### src/rtl/usb_uart_bridge_if.sv
// CDC byte-stream bundle between the USB CDC core (master) and the UART bridge (slave).
interface usb_uart_bridge_if;
  logic [7:0] out_data;
  logic       out_valid;
  logic       out_ready;
  logic [7:0] in_data;
  logic       in_valid;
  logic       in_ready;

  modport master (output out_data, out_valid, in_ready,
                  input  out_ready, in_data, in_valid);
  modport slave  (input  out_data, out_valid, in_ready,
                  output out_ready, in_data, in_valid);
endinterface

### src/rtl/usb_uart_bridge.sv
// USB CDC to 8N1 UART bridge: OUT bytes are serialized on uart_tx_o,
// received UART bytes are buffered in a small FIFO and presented as the IN stream.
module usb_uart_bridge #(
  parameter int unsigned BAUD_DIV   = 'd417,
  parameter int unsigned RX_FIFO_AW = 'd2
) (
  input  logic               clk_i,
  input  logic               rstn_i,
  input  logic               configured_i,
  usb_uart_bridge_if.slave   cdc,
  output logic               uart_tx_o,
  input  logic               uart_rx_i,
  output logic               rx_overrun_o,
  output logic               frame_err_o
);

  localparam int unsigned CW    = 16;
  localparam int unsigned DEPTH = 1 << RX_FIFO_AW;
  localparam int unsigned CNTW  = RX_FIFO_AW + 1;

  localparam logic [1:0] S_IDLE  = 2'd0;
  localparam logic [1:0] S_START = 2'd1;
  localparam logic [1:0] S_DATA  = 2'd2;
  localparam logic [1:0] S_STOP  = 2'd3;

  // ---------------- TX ----------------
  logic [1:0]    tx_state, tx_state_d;
  logic [CW-1:0] tx_cnt, tx_cnt_d;
  logic [2:0]    tx_bit, tx_bit_d;
  logic [7:0]    tx_sh, tx_sh_d;
  logic          tx_q, tx_d;
  logic          tx_exp;

  assign tx_exp        = (tx_cnt == CW'(1));
  assign cdc.out_ready = (tx_state == S_IDLE) & configured_i;
  assign uart_tx_o     = tx_q;

  // Bit-period counter counts down from BAUD_DIV; expiry when it reaches 1.
  always_comb begin
    tx_state_d = tx_state;
    tx_cnt_d   = tx_cnt;
    tx_bit_d   = tx_bit;
    tx_sh_d    = tx_sh;
    tx_d       = tx_q;
    if (tx_state != S_IDLE && !tx_exp) tx_cnt_d = tx_cnt - CW'(1);
    case (tx_state)
      S_IDLE: if (cdc.out_valid && cdc.out_ready) begin
        tx_state_d = S_START;
        tx_cnt_d   = CW'(BAUD_DIV);
        tx_sh_d    = cdc.out_data;
        tx_d       = 1'b0;
      end
      S_START: if (tx_exp) begin
        tx_state_d = S_DATA;
        tx_cnt_d   = CW'(BAUD_DIV);
        tx_bit_d   = 3'd0;
        tx_d       = tx_sh[0];
      end
      S_DATA: if (tx_exp) begin
        tx_cnt_d = CW'(BAUD_DIV);
        if (tx_bit == 3'd7) begin
          tx_state_d = S_STOP;
          tx_d       = 1'b1;
        end else begin
          tx_bit_d = tx_bit + 3'd1;
          tx_sh_d  = {1'b0, tx_sh[7:1]};
          tx_d     = tx_sh[1];
        end
      end
      S_STOP: if (tx_exp) tx_state_d = S_IDLE;
      default: tx_state_d = S_IDLE;
    endcase
  end

  always_ff @(posedge clk_i or negedge rstn_i) begin
    if (!rstn_i) begin
      tx_state <= S_IDLE;
      tx_cnt   <= '0;
      tx_bit   <= '0;
      tx_sh    <= '0;
      tx_q     <= 1'b1;
    end else begin
      tx_state <= tx_state_d;
      tx_cnt   <= tx_cnt_d;
      tx_bit   <= tx_bit_d;
      tx_sh    <= tx_sh_d;
      tx_q     <= tx_d;
    end
  end

  // ---------------- RX ----------------
  logic          rx_meta, rx_s;
  logic [1:0]    rx_state, rx_state_d;
  logic [CW-1:0] rx_cnt, rx_cnt_d;
  logic [2:0]    rx_bit, rx_bit_d;
  logic [7:0]    rx_sh, rx_sh_d;
  logic          rx_exp, push_c, ferr_c;

  assign rx_exp = (rx_cnt == CW'(1));

  // Start edge loads half a bit so every later sample lands mid-bit; STOP
  // returns to IDLE mid-bit so a back-to-back start edge is not missed.
  always_comb begin
    rx_state_d = rx_state;
    rx_cnt_d   = rx_cnt;
    rx_bit_d   = rx_bit;
    rx_sh_d    = rx_sh;
    push_c     = 1'b0;
    ferr_c     = 1'b0;
    if (rx_state != S_IDLE && !rx_exp) rx_cnt_d = rx_cnt - CW'(1);
    case (rx_state)
      S_IDLE: if (!rx_s) begin
        rx_state_d = S_START;
        rx_cnt_d   = CW'(BAUD_DIV / 2);
      end
      S_START: if (rx_exp) begin
        if (rx_s) rx_state_d = S_IDLE;
        else begin
          rx_state_d = S_DATA;
          rx_cnt_d   = CW'(BAUD_DIV);
          rx_bit_d   = 3'd0;
        end
      end
      S_DATA: if (rx_exp) begin
        rx_sh_d  = {rx_s, rx_sh[7:1]};
        rx_cnt_d = CW'(BAUD_DIV);
        if (rx_bit == 3'd7) rx_state_d = S_STOP;
        else                rx_bit_d   = rx_bit + 3'd1;
      end
      S_STOP: if (rx_exp) begin
        rx_state_d = S_IDLE;
        if (rx_s) push_c = configured_i;
        else      ferr_c = configured_i;
      end
      default: rx_state_d = S_IDLE;
    endcase
  end

  always_ff @(posedge clk_i or negedge rstn_i) begin
    if (!rstn_i) begin
      rx_meta  <= 1'b1;
      rx_s     <= 1'b1;
      rx_state <= S_IDLE;
      rx_cnt   <= '0;
      rx_bit   <= '0;
      rx_sh    <= '0;
    end else begin
      rx_meta  <= uart_rx_i;
      rx_s     <= rx_meta;
      rx_state <= rx_state_d;
      rx_cnt   <= rx_cnt_d;
      rx_bit   <= rx_bit_d;
      rx_sh    <= rx_sh_d;
    end
  end

  // ---------------- RX FIFO ----------------
  logic [7:0]            mem [DEPTH];
  logic [RX_FIFO_AW-1:0] wr_ptr, rd_ptr;
  logic [CNTW-1:0]       count;
  logic                  pop_c, full_c, push_ok_c, overrun_c;

  assign cdc.in_valid = (count != '0);
  assign cdc.in_data  = mem[rd_ptr];
  assign pop_c        = cdc.in_valid & cdc.in_ready;
  assign full_c       = (count == CNTW'(DEPTH));
  assign push_ok_c    = push_c & (~full_c | pop_c);
  assign overrun_c    = push_c & full_c & ~pop_c;

  always_ff @(posedge clk_i or negedge rstn_i) begin
    if (!rstn_i) begin
      for (int i = 0; i < DEPTH; i++) mem[i] <= '0;
      wr_ptr       <= '0;
      rd_ptr       <= '0;
      count        <= '0;
      rx_overrun_o <= 1'b0;
      frame_err_o  <= 1'b0;
    end else begin
      rx_overrun_o <= overrun_c;
      frame_err_o  <= ferr_c;
      if (!configured_i) begin
        wr_ptr <= '0;
        rd_ptr <= '0;
        count  <= '0;
      end else begin
        if (push_ok_c) begin
          mem[wr_ptr] <= rx_sh;
          wr_ptr      <= wr_ptr + RX_FIFO_AW'(1);
        end
        if (pop_c) rd_ptr <= rd_ptr + RX_FIFO_AW'(1);
        count <= count + CNTW'(push_ok_c) - CNTW'(pop_c);
      end
    end
  end

endmodule

### src/flat_wrapper.sv
// flat-port wrapper written by rule: the top's interface ports become plain ports
module usb_uart_bridge_flat 
#(
  parameter int unsigned BAUD_DIV   = 'd417,
  parameter int unsigned RX_FIFO_AW = 'd2
)
  (clk_i, rstn_i, configured_i, uart_tx_o, uart_rx_i, rx_overrun_o, frame_err_o, cdc_out_data, cdc_out_valid, cdc_in_ready, cdc_out_ready, cdc_in_data, cdc_in_valid);
  usb_uart_bridge_if cdc_i ();
  input  logic clk_i;
  input  logic rstn_i;
  input  logic configured_i;
  output logic uart_tx_o;
  input  logic uart_rx_i;
  output logic rx_overrun_o;
  output logic frame_err_o;
  input wire logic [$bits(cdc_i.out_data)-1:0] cdc_out_data;
  input wire logic [$bits(cdc_i.out_valid)-1:0] cdc_out_valid;
  input wire logic [$bits(cdc_i.in_ready)-1:0] cdc_in_ready;
  output wire logic [$bits(cdc_i.out_ready)-1:0] cdc_out_ready;
  output wire logic [$bits(cdc_i.in_data)-1:0] cdc_in_data;
  output wire logic [$bits(cdc_i.in_valid)-1:0] cdc_in_valid;
  assign cdc_i.out_data = cdc_out_data;
  assign cdc_i.out_valid = cdc_out_valid;
  assign cdc_i.in_ready = cdc_in_ready;
  assign cdc_out_ready = cdc_i.out_ready;
  assign cdc_in_data = cdc_i.in_data;
  assign cdc_in_valid = cdc_i.in_valid;
  usb_uart_bridge #(.BAUD_DIV(BAUD_DIV), .RX_FIFO_AW(RX_FIFO_AW)) u_core (.clk_i(clk_i), .rstn_i(rstn_i), .configured_i(configured_i), .cdc(cdc_i), .uart_tx_o(uart_tx_o), .uart_rx_i(uart_rx_i), .rx_overrun_o(rx_overrun_o), .frame_err_o(frame_err_o));
endmodule
### config.mk
export PLATFORM = sky130hd
export DESIGN_NAME = usb_uart_bridge_flat
export DESIGN_NICKNAME = d
export VERILOG_FILES = /design/src/rtl/usb_uart_bridge_if.sv /design/src/rtl/usb_uart_bridge.sv /design/src/flat_wrapper.sv
export SDC_FILE = /design/constraint.sdc
export NUM_CORES = 1
export LEC_CHECK = 0
export ABC_AREA = 1
export CORE_MARGIN = 3
export CORE_UTILIZATION = 30
export DETAILED_ROUTE_END_ITERATION = 6
export PLACE_DENSITY = 0.47
export SLEW_MARGIN = 5
export SYNTH_ARGS = -nofsm -noshare
export SYNTH_HDL_FRONTEND = slang
export SYNTH_SLANG_ARGS = --single-unit
### constraint.sdc
create_clock -name clk_i -period 3.1 [get_ports clk_i]
set_clock_uncertainty 0.1 [all_clocks]
set_input_delay 0.62 -clock clk_i [delete_from_list [all_inputs] [get_ports clk_i]]
set_output_delay 0.62 -clock clk_i [all_outputs]
set_load 0.01 [all_outputs]
# [Word level (Yosys, flattened, before mapping)]
# Index checks and enable logic that the tools add are counted.
[word_totals] regBits=102 elab_cells=149
[classes] n_reduce_logical=24 n_eq_ne=26 n_lt_le_gt_ge=3 add_sub_neg=8 mux=58 bitwise_logic=10
[op_table] cell="$mux W16" count=8
[op_table] cell="$mux W8" count=6
[op_table] cell="$pmux W16 S3" count=1
[op_table] cell="$bwmux W32" count=1
[op_table] cell="$eq A16 B1 Y1 const B" count=2
[op_table] cell="$pmux W16 S2" count=1
[op_table] cell="$sub A16 B1 Y16 const B" count=2
[op_table] cell="$mux W2" count=15
[op_table] cell="$mux W3" count=8
[op_table] cell="$ne A2 B1 Y1 const B" count=10
[op_table] cell="$bmux W8 S2" count=1
[op_table] cell="$demux W8 S2" count=1
[op_table] cell="$pmux W2 S4" count=2
[op_table] cell="$pmux W8 S2" count=1
[op_table] cell="$reduce_and A5 Y1" count=3
[op_table] cell="$pmux W3 S2" count=2
[op_table] cell="$reduce_and A4 Y1" count=3
[op_table] cell="$mux W1" count=10
[op_table] cell="$ne A2 B2 Y1 const B" count=5
[op_table] cell="$reduce_bool A2 Y1" count=5
[op_table] cell="$eq A3 B3 Y1 const B" count=3
[op_table] cell="$eq A2 B2 Y1 const B" count=4
[op_table] cell="$add A3 B1 Y3 const B" count=2
[op_table] cell="$ge A3 B3 Y1 const B" count=2
[op_table] cell="other kinds (16)" count=31

# [Depth between registers and ports, before layout]
# Gate-level depths: netlist (run 1).
[depth] depth_word=7 ltp_mapped=13

# [Worst setup path after synthesis (run 1)]
# OpenSTA, ideal clock, no wires.
[synth_path] path_type="flip-flop to flip-flop" start="register u_core.rx_cnt[1]" end="register u_core.count[2]" slack_ns=0.692 path_buffers=0 stages_incl_launch_ff=14 required_time_ns=2.880 t_arrival_ns=2.188 cell_sequence="dfrtp_1 > inv_1 > ha_1 > inv_1 > nor4_4 > nand2_4 > nor2_8 > nand2_1 > inv_1 > ha_1 > inv_1 > fa_1 > xor2_1 > nor2_1"
[synth_between] elab_chain_cells=7
[synth_lines] element="start, declared" line="usb_uart_bridge.sv:94" source="logic [CW-1:0] rx_cnt, rx_cnt_d;"
[synth_lines] element="start signal, assigned" line="usb_uart_bridge.sv:151" source="rx_cnt <= rx_cnt_d;"
[synth_lines] element="$eq A16 B1 Y1" line="usb_uart_bridge.sv:99" source="assign rx_exp = (rx_cnt == CW'(1));"
[synth_lines] element="$mux W1" line="usb_uart_bridge.sv:130" source="S_STOP: if (rx_exp) begin"
[synth_lines] element="$mux W1" line="usb_uart_bridge.sv:111" source="case (rx_state)"
[synth_lines] element="$and A1 B1 Y1" line="usb_uart_bridge.sv:167" source="assign push_ok_c = push_c & (~full_c | pop_c);"
[synth_lines] element="$add A3 B1 Y3" line="usb_uart_bridge.sv:191" source="count <= count + CNTW'(push_ok_c) - CNTW'(pop_c);"
[synth_lines] element="$sub A3 B1 Y3" line="usb_uart_bridge.sv:191"
[synth_lines] element="$mux W3" line="usb_uart_bridge.sv:181" source="if (!configured_i) begin"
[synth_lines] element="end signal, assigned" line="usb_uart_bridge.sv:191"
[synth_lines] element="end, declared" line="usb_uart_bridge.sv:160" source="logic [CNTW-1:0] count;"
# Every way passes these cells.
# A chain may end at the register's enable or synchronous reset.

# [Final worst setup path (run 1)]
[layout_path] start="register u_core.rd_ptr[0]" end="output port cdc_in_data[7]"
[layout_between] elab_chain_cells=4
[layout_lines] element="start, declared" line="usb_uart_bridge.sv:159" source="logic [RX_FIFO_AW-1:0] wr_ptr, rd_ptr;"
[layout_lines] element="start signal, assigned" line="usb_uart_bridge.sv:190" source="if (pop_c) rd_ptr <= rd_ptr + RX_FIFO_AW'(1);"
[layout_lines] element="$not A2 Y3 (not written as such)" line="usb_uart_bridge.sv:164" source="assign cdc.in_data = mem[rd_ptr];"
[layout_lines] element="$bmux W8 S2" line="usb_uart_bridge.sv:164"
[layout_lines] element="$mux W8 (not written as such) (2 in series)" line="usb_uart_bridge.sv:164"
[layout_lines] element="end, declared" line="flat_wrapper.sv:20" source="output wire logic [$bits(cdc_i.in_data)-1:0] cdc_in_data;"
# Every way passes these cells. The select of a mux whose other input is x is not followed.

==> impl_metrics.toml, run 1 <==
[cells_and_area]
diodes = 0
final_area_um2 = 6287
seq_area_um2 = 2556
instances_no_fill = 941
nNetsFinal = 748
drive_gt1_share_pct = 7.123
num-fill-cells = 1875
area_delta_synth_final_pct = 14.33
multi_input_area_um2 = 2572

[die]
rows = 48
initial_core_util_pct = 31.25
dieArea_um2 = 19990
ios = 27
core_um2 = 17600
die_w_um = 141.4
die_h_um = 141.4

[synth]
synth_ff_type = "dfrtp_1"
synth_mux_area_share_pct = 0
yosysSeqAreaShare_pct = 46.48
yosysMostFrequentCell = "nand2_1"
synth_top_family_by_area = "simple AND/OR/NAND/NOR gates"
synth_edf_count = 0
synth-compound-area-share_pct = 13.42
syn-num-nets = 719
synth-seq-cells = 102
async_reset_ff_share_pct = 100.0
ys_types = 40
avgSynthCellArea_um2 = 8.063
synthCells = 682
synth_simple_gate_area_share_pct = 25.44
synth_xor_area_share_pct = 2.548
synthTopCellsByArea = "dfrtp_1, nand2_1, nor2_1, o21ai_0, ha_1"
synthesis.area_um2 = 5499
yosys.area_share.adder_pct = 5.370
synth_top_area_share_pct = 45.05
yosysTopAreaCell = "dfrtp_1"
synth.top_cells.by_count = "nand2_1, nor2_1, dfrtp_1, inv_1, o21ai_0"
yosysWarnings = 0

[timing]
tightest_slew_ns = 0.6030
setup_tns_ns = 0
slew_viol_final = 0
setup_viol = 0
max_freq_ghz = 0.3507
min_period_ns = 2.851
slew-limit-headroom_pct = 59.76
hold_violations = 0
timing.final.crit_share_pct = 91.98
rsz0062_at_grt = "no"

[power_and_ir_drop]
p_leak_nw = 3.013
peakVddDrop_uv = 374.9
power.density_nw_per_um2 = 696.6

[place]
placed_cell_area_um2 = 6003
portBuffers = 26
dp_cells = 925
dpl.hpwl_um = 8642
place_congestion = 0.8268

[detailed_routing]
drt_iter0_drc = 233
wl_per_cell_um = 12.86
wirelength_um = 12100
num_vias = 4406
drtAntennaViolNets = 0
drc = 0
viasPerCell = 4.682
dr.pass1.iters = 5

[setup_path]
path_class = "flop to output pin"
r2r_cells = 13
path_max_fanout = 17
startpoint_type = "flop"
critPathCaptureType = "output pin"
worst_path_largest_cell_delay_ns = 0.59
worstPathCellList = "inv_1 > o21ai_0 > o22ai_1 > clkdlybuf4s50_1"
critical_path_arrival_ns = 2.13
required_ns = 2.38
crit_slowest_cell = "clkdlybuf4s50_1"

[grt]
grt_pass1_vias = 4354
grtUsageTotal_pct = 12.76
grt_pass1_wl_um = 21030
overflow = 0
grt_max_degree = 76
antenna_found_initial = 0

[cts]
tritoncts = "done"
post_cts_resized = 0
cts_max_level = 3
worstSkewPairLatency_ns = 0.35
cts.sinks = 102
clkTransAtPathRegs_ns = 0.08
holdBufCountCts = 0
cts_buffers = 9
clock_path_buffers = 2
cts_setup_buffers = 0
cts_root_buffer = "clkbuf_16"

[min_path]
hold_path_class = "input pin to asynchronous set/reset pin"

[run_status]
status = "finished clean"

[flow_run]
maxCapViolCount = 0
-- logic make-up after synthesis --
group / after synthesis
buffers and inverters: 88
xor gates and xnor gates: 16
and+or+nand+nor: 323
AOI/OAI and AO/OA: 130
DFF: 102
adders and majority gates: 23
-- critical path: cells and delay by family, from the launching register on --
kind	cells	cell delay [ns]
AOI/OAI and AO/OA	2	0.37
buffers and inverters	2	1.02
DFF	1	0.38
-- area by class of cell --
cell class	instances	share of cell area (%)
Clock buffer	9	3.582
Clock inverter	7	0.9353
Inverter	74	4.418
Multi-Input combinational cell	492	40.92
Sequential cell	102	40.66
Tap cell	225	4.478
Timing Repair Buffer	32	5.015
-- power breakdown --
part,switching (mW),internal (mW),leakage (nW)
Sequential,0.135,1.52,1.37
Combinational,1.02,0.632,1.52
Clock,0.520,0.556,0.131
-- flip-flops by register name, indices dropped and copies added, names as in the netlist, named ones only --
signal	cells
u_core.rx_s	1
u_core.rd_ptr	2
u_core.count	3
u_core.wr_ptr	2
u_core.frame_err_o	1
u_core.rx_sh	8
u_core.rx_meta	1
u_core.tx_state	2
u_core.rx_state	1
u_core.mem	32
u_core.rx_overrun_o	1
u_core.rx_cnt	16
u_core.uart_tx_o	1
u_core.tx_sh	8
u_core.tx_bit	3
u_core.tx_cnt	16
u_core.rx_bit	3
-- worst paths after layout --
path	startpoint	slack [ns]	end
max	u_core.rd_ptr[0]$_DFFE_PN0P_	0.25	cdc_in_data[7]
min	rstn_i	0.10	u_core.tx_cnt[0]$_DFF_PN0_
max reg2reg	u_core.rx_cnt[1]$_DFF_PN0_	0.53	u_core.count[2]$_DFF_PN0_
min reg2reg	u_core.rx_meta$_DFF_PN1_	0.27	u_core.rx_s$_DFF_PN1_
max in group asynchronous	rstn_i	2.06	u_core.rx_s$_DFF_PN1_
min in group clk_i	u_core.rx_meta$_DFF_PN1_	0.27	u_core.rx_s$_DFF_PN1_
-- through the flow --
stage | power [mW] | hold slack [ns] | setup WS [ns] | utilization [%]
finish | 4.379 | 0.1002 | 0.2486 | 35.73
global route | 4.793 | 0.1098 | 0.1372 | 35.73
CTS | 4.464 | 0.1025 | 0.1861 | 35.73
detailed placement | 3.348 | 0.2595 | 0.2064 | 34.12
global placement | 3.324 | 0.2639 | 0.2381 | 34.12
floorplan | 2.849 | 0.2244 | 0.6922 | -
-- routing by layer --
layer  up-vias  track usage (%)  wire length (um)
met3         8            3.202               430
met2        68            20.94              5626
met1      2064            17.23              5937
li1       2266                -                 -
met5         -                0                 0
met4         0            2.576               102
-- cell usage in the layout (no fill, tap or decap), types with 2 or more instances in the layout --
master,n
nor2_1,104
clkinvlp_4,3
dfstp_2,3
nor2_2,2
a32o_1,2
inv_1,71
nand4_1,6
inv_8,2
clkbuf_16,9
buf_4,6
o211ai_1,6
ha_1,22
xnor2_1,3
o21ai_0,59
nand3_4,4
inv_2,3
clkdlybuf4s50_1,25
xor2_1,13
a21oi_1,11
nand2_1,159
nand2_2,3
nand3_1,30
o22ai_1,9
o21ai_1,28
dfrtp_1,99
o21ai_2,7
nor3_1,8
o21a_1,3
Note: power is estimated with default switching activity, not from simulation.
==> run 2, diff against run 1 <==
--- a/config.mk
+++ b/config.mk
@@ -6,10 +6,11 @@
 export NUM_CORES = 1
 export LEC_CHECK = 0
 export ABC_AREA = 1
-export CORE_MARGIN = 3
+export CORE_MARGIN = 8
 export CORE_UTILIZATION = 30
 export DETAILED_ROUTE_END_ITERATION = 6
 export PLACE_DENSITY = 0.47
+export REMOVE_ABC_BUFFERS = 1
 export SLEW_MARGIN = 5
 export SYNTH_ARGS = -nofsm -noshare
 export SYNTH_HDL_FRONTEND = slang
==> run 2 against run 1 <==
  * Final area up 0.64%
  * Die area is 15% higher
  * Utilization shrank 0.51 points
  * Sequential share of layout area is 0.26 points lower
  * Clock-buffer cell count unchanged
  * Power increased by 1.8%
  * Combinational power about the same
==> impl_metrics.toml, run 2 (synthesis results as in run 1) <==
[run_status]
status = "finished clean"

[place]
portBuffers = 26
dp_cells = 934
dpl.hpwl_um = 9054
place_congestion = 0.8595
placed_cell_area_um2 = 6033

[detailed_routing]
viasPerCell = 4.688
dr.pass1.iters = 5
drc = 0
num_vias = 4449
wirelength_um = 12440
drt_iter0_drc = 243
drtAntennaViolNets = 0
wl_per_cell_um = 13.11

[min_path]
hold_path_class = "input pin to asynchronous set/reset pin"

[setup_path]
crit_path_start = "u_core.rd_ptr[1]$_DFFE_PN0P_"
path_max_fanout = 9
worstReg2RegStart = "u_core.rx_cnt[1]$_DFF_PN0_"
path_class = "flop to output pin"
critPathCaptureType = "output pin"
rr_endpoint = "u_core.count[2]$_DFF_PN0_"
critical_path_arrival_ns = 2.09
r2r_cells = 13
required_ns = 2.38
ff2ff_setup_slack_ns = 0.51
startpoint_type = "flop"

[timing]
setup_viol = 0
slew-limit-headroom_pct = 54.75
rsz0062_at_grt = "no"
max_freq_ghz = 0.3556
slew_viol_final = 0
tightest_slew_ns = 0.6788
setup_tns_ns = 0
whs_ns = 0.1846
hold_violations = 0
min_period_ns = 2.812
timing.final.crit_share_pct = 90.72

[cells_and_area]
seq_area_um2 = 2556
final_area_um2 = 6327
num-fill-cells = 1882
final_cell_mix = "nand2_1, nor2_1, dfrtp_1"
reg.largest.list = "u_core.mem x32, u_core.rx_cnt x16, u_core.tx_cnt x16"
drive_gt1_share_pct = 7.639
largest_register_ffs = 32
final_util_pct = 35.22
layout_commonest_cell = "nand2_1"
diodes = 0
multi_input_area_um2 = 2572
nNetsFinal = 753
instances_no_fill = 949
area_delta_synth_final_pct = 15.06
regMostFlops = "u_core.mem"

[power_and_ir_drop]
power.density_nw_per_um2 = 704.5
p_leak_nw = 3.043
peakVddDrop_uv = 375.2

[cts]
cts_buffers = 9
tritoncts = "done"
cts_max_level = 3
holdBufCountCts = 0
clock_path_buffers = 2
clkTransAtPathRegs_ns = 0.07
cts_root_buffer = "clkbuf_16"
worstSkewPairLatency_ns = 0.35
cts_setup_buffers = 0
post_cts_resized = 0
cts.sinks = 102

[flow_run]
maxCapViolCount = 0

[die]
initial_core_util_pct = 30.61
core_um2 = 17960
dieArea_um2 = 22920
die_h_um = 151.4
rows = 49
ios = 27
die_w_um = 151.4

[grt]
grtUsageTotal_pct = 11.67
grt_max_degree = 52
overflow = 0
antenna_found_initial = 0
grt_pass1_wl_um = 21350
grt_pass1_vias = 4435
==> run 2: cell types whose count changed in the layout (fill, tap and decap cells not counted) <==
cell	before	now
clkinv_4	1	0
buf_12	1	0
buf_4	6	12
clkinvlp_4	3	1
bufinv_16	0	1
inv_6	0	3
inv_8	2	0
==> run 2: cell type report <==
cell class	count	area share (%)
multi-input cells	492	40.66
flip-flops and latches	102	40.40
repair buffers	37	5.379
well taps	229	4.528
inverters	74	4.390
clock buffers	9	3.559
clock inverters	6	1.088
==> run 2: stage by stage <==
stage	setup WS [ns]	power [mW]
after floorplan	0.6922	2.809
after global placement	0.2249	3.347
after detailed placement	0.2291	3.367
after CTS	0.1723	4.540
after global routing	0.02159	4.838
final	0.2876	4.458
==> run 2: how the worst max path moves through the flow <==
stage	endpoint	slack (ns)	cells past startpoint
final	cdc_in_data[7]	0.29	4
after global placement	u_core.count[2]$_DFF_PN0_	0.22	12
after detailed placement	u_core.count[2]$_DFF_PN0_	0.23	12
after CTS	cdc_in_data[7]	0.17	4
after floorplan	u_core.count[2]$_DFF_PN0_	0.69	13
after global routing	cdc_in_data[7]	0.02	4
==> run 2: power by group <==
part | internal (mW) | total, mW | switching, mW
sequential | 1.52 | 1.66 | 0.139
clock | 0.629 | 1.14 | 0.510
combinational | 0.640 | 1.66 | 1.02
total | 2.79 | 4.46 | 1.67
==> run 2: routing by layer <==
| metal | track usage, % | wire (um) |
|---|---|---|
| met5 | 0 | 0 |
| met4 | 3.810 | 138 |
| met3 | 2.719 | 369 |
| met2 | 19.16 | 5912 |
| met1 | 14.85 | 6022 |
==> run 2: critical path: stages, from the launching register on <==
cell and delay, ns:
dfrtp_1 0.51, inv_1 0.34, o21ai_0 0.15, o22ai_1 0.18, clkdlybuf4s50_1 0.58
==> run 3, diff against run 2 <==
--- a/config.mk
+++ b/config.mk
@@ -6,6 +6,7 @@
 export NUM_CORES = 1
 export LEC_CHECK = 0
 export ABC_AREA = 1
+export CAP_MARGIN = 25
 export CORE_MARGIN = 8
 export CORE_UTILIZATION = 30
 export DETAILED_ROUTE_END_ITERATION = 6
==> results of run 3 <==
Final layout, timing and power as in run 2 (identical DEF).
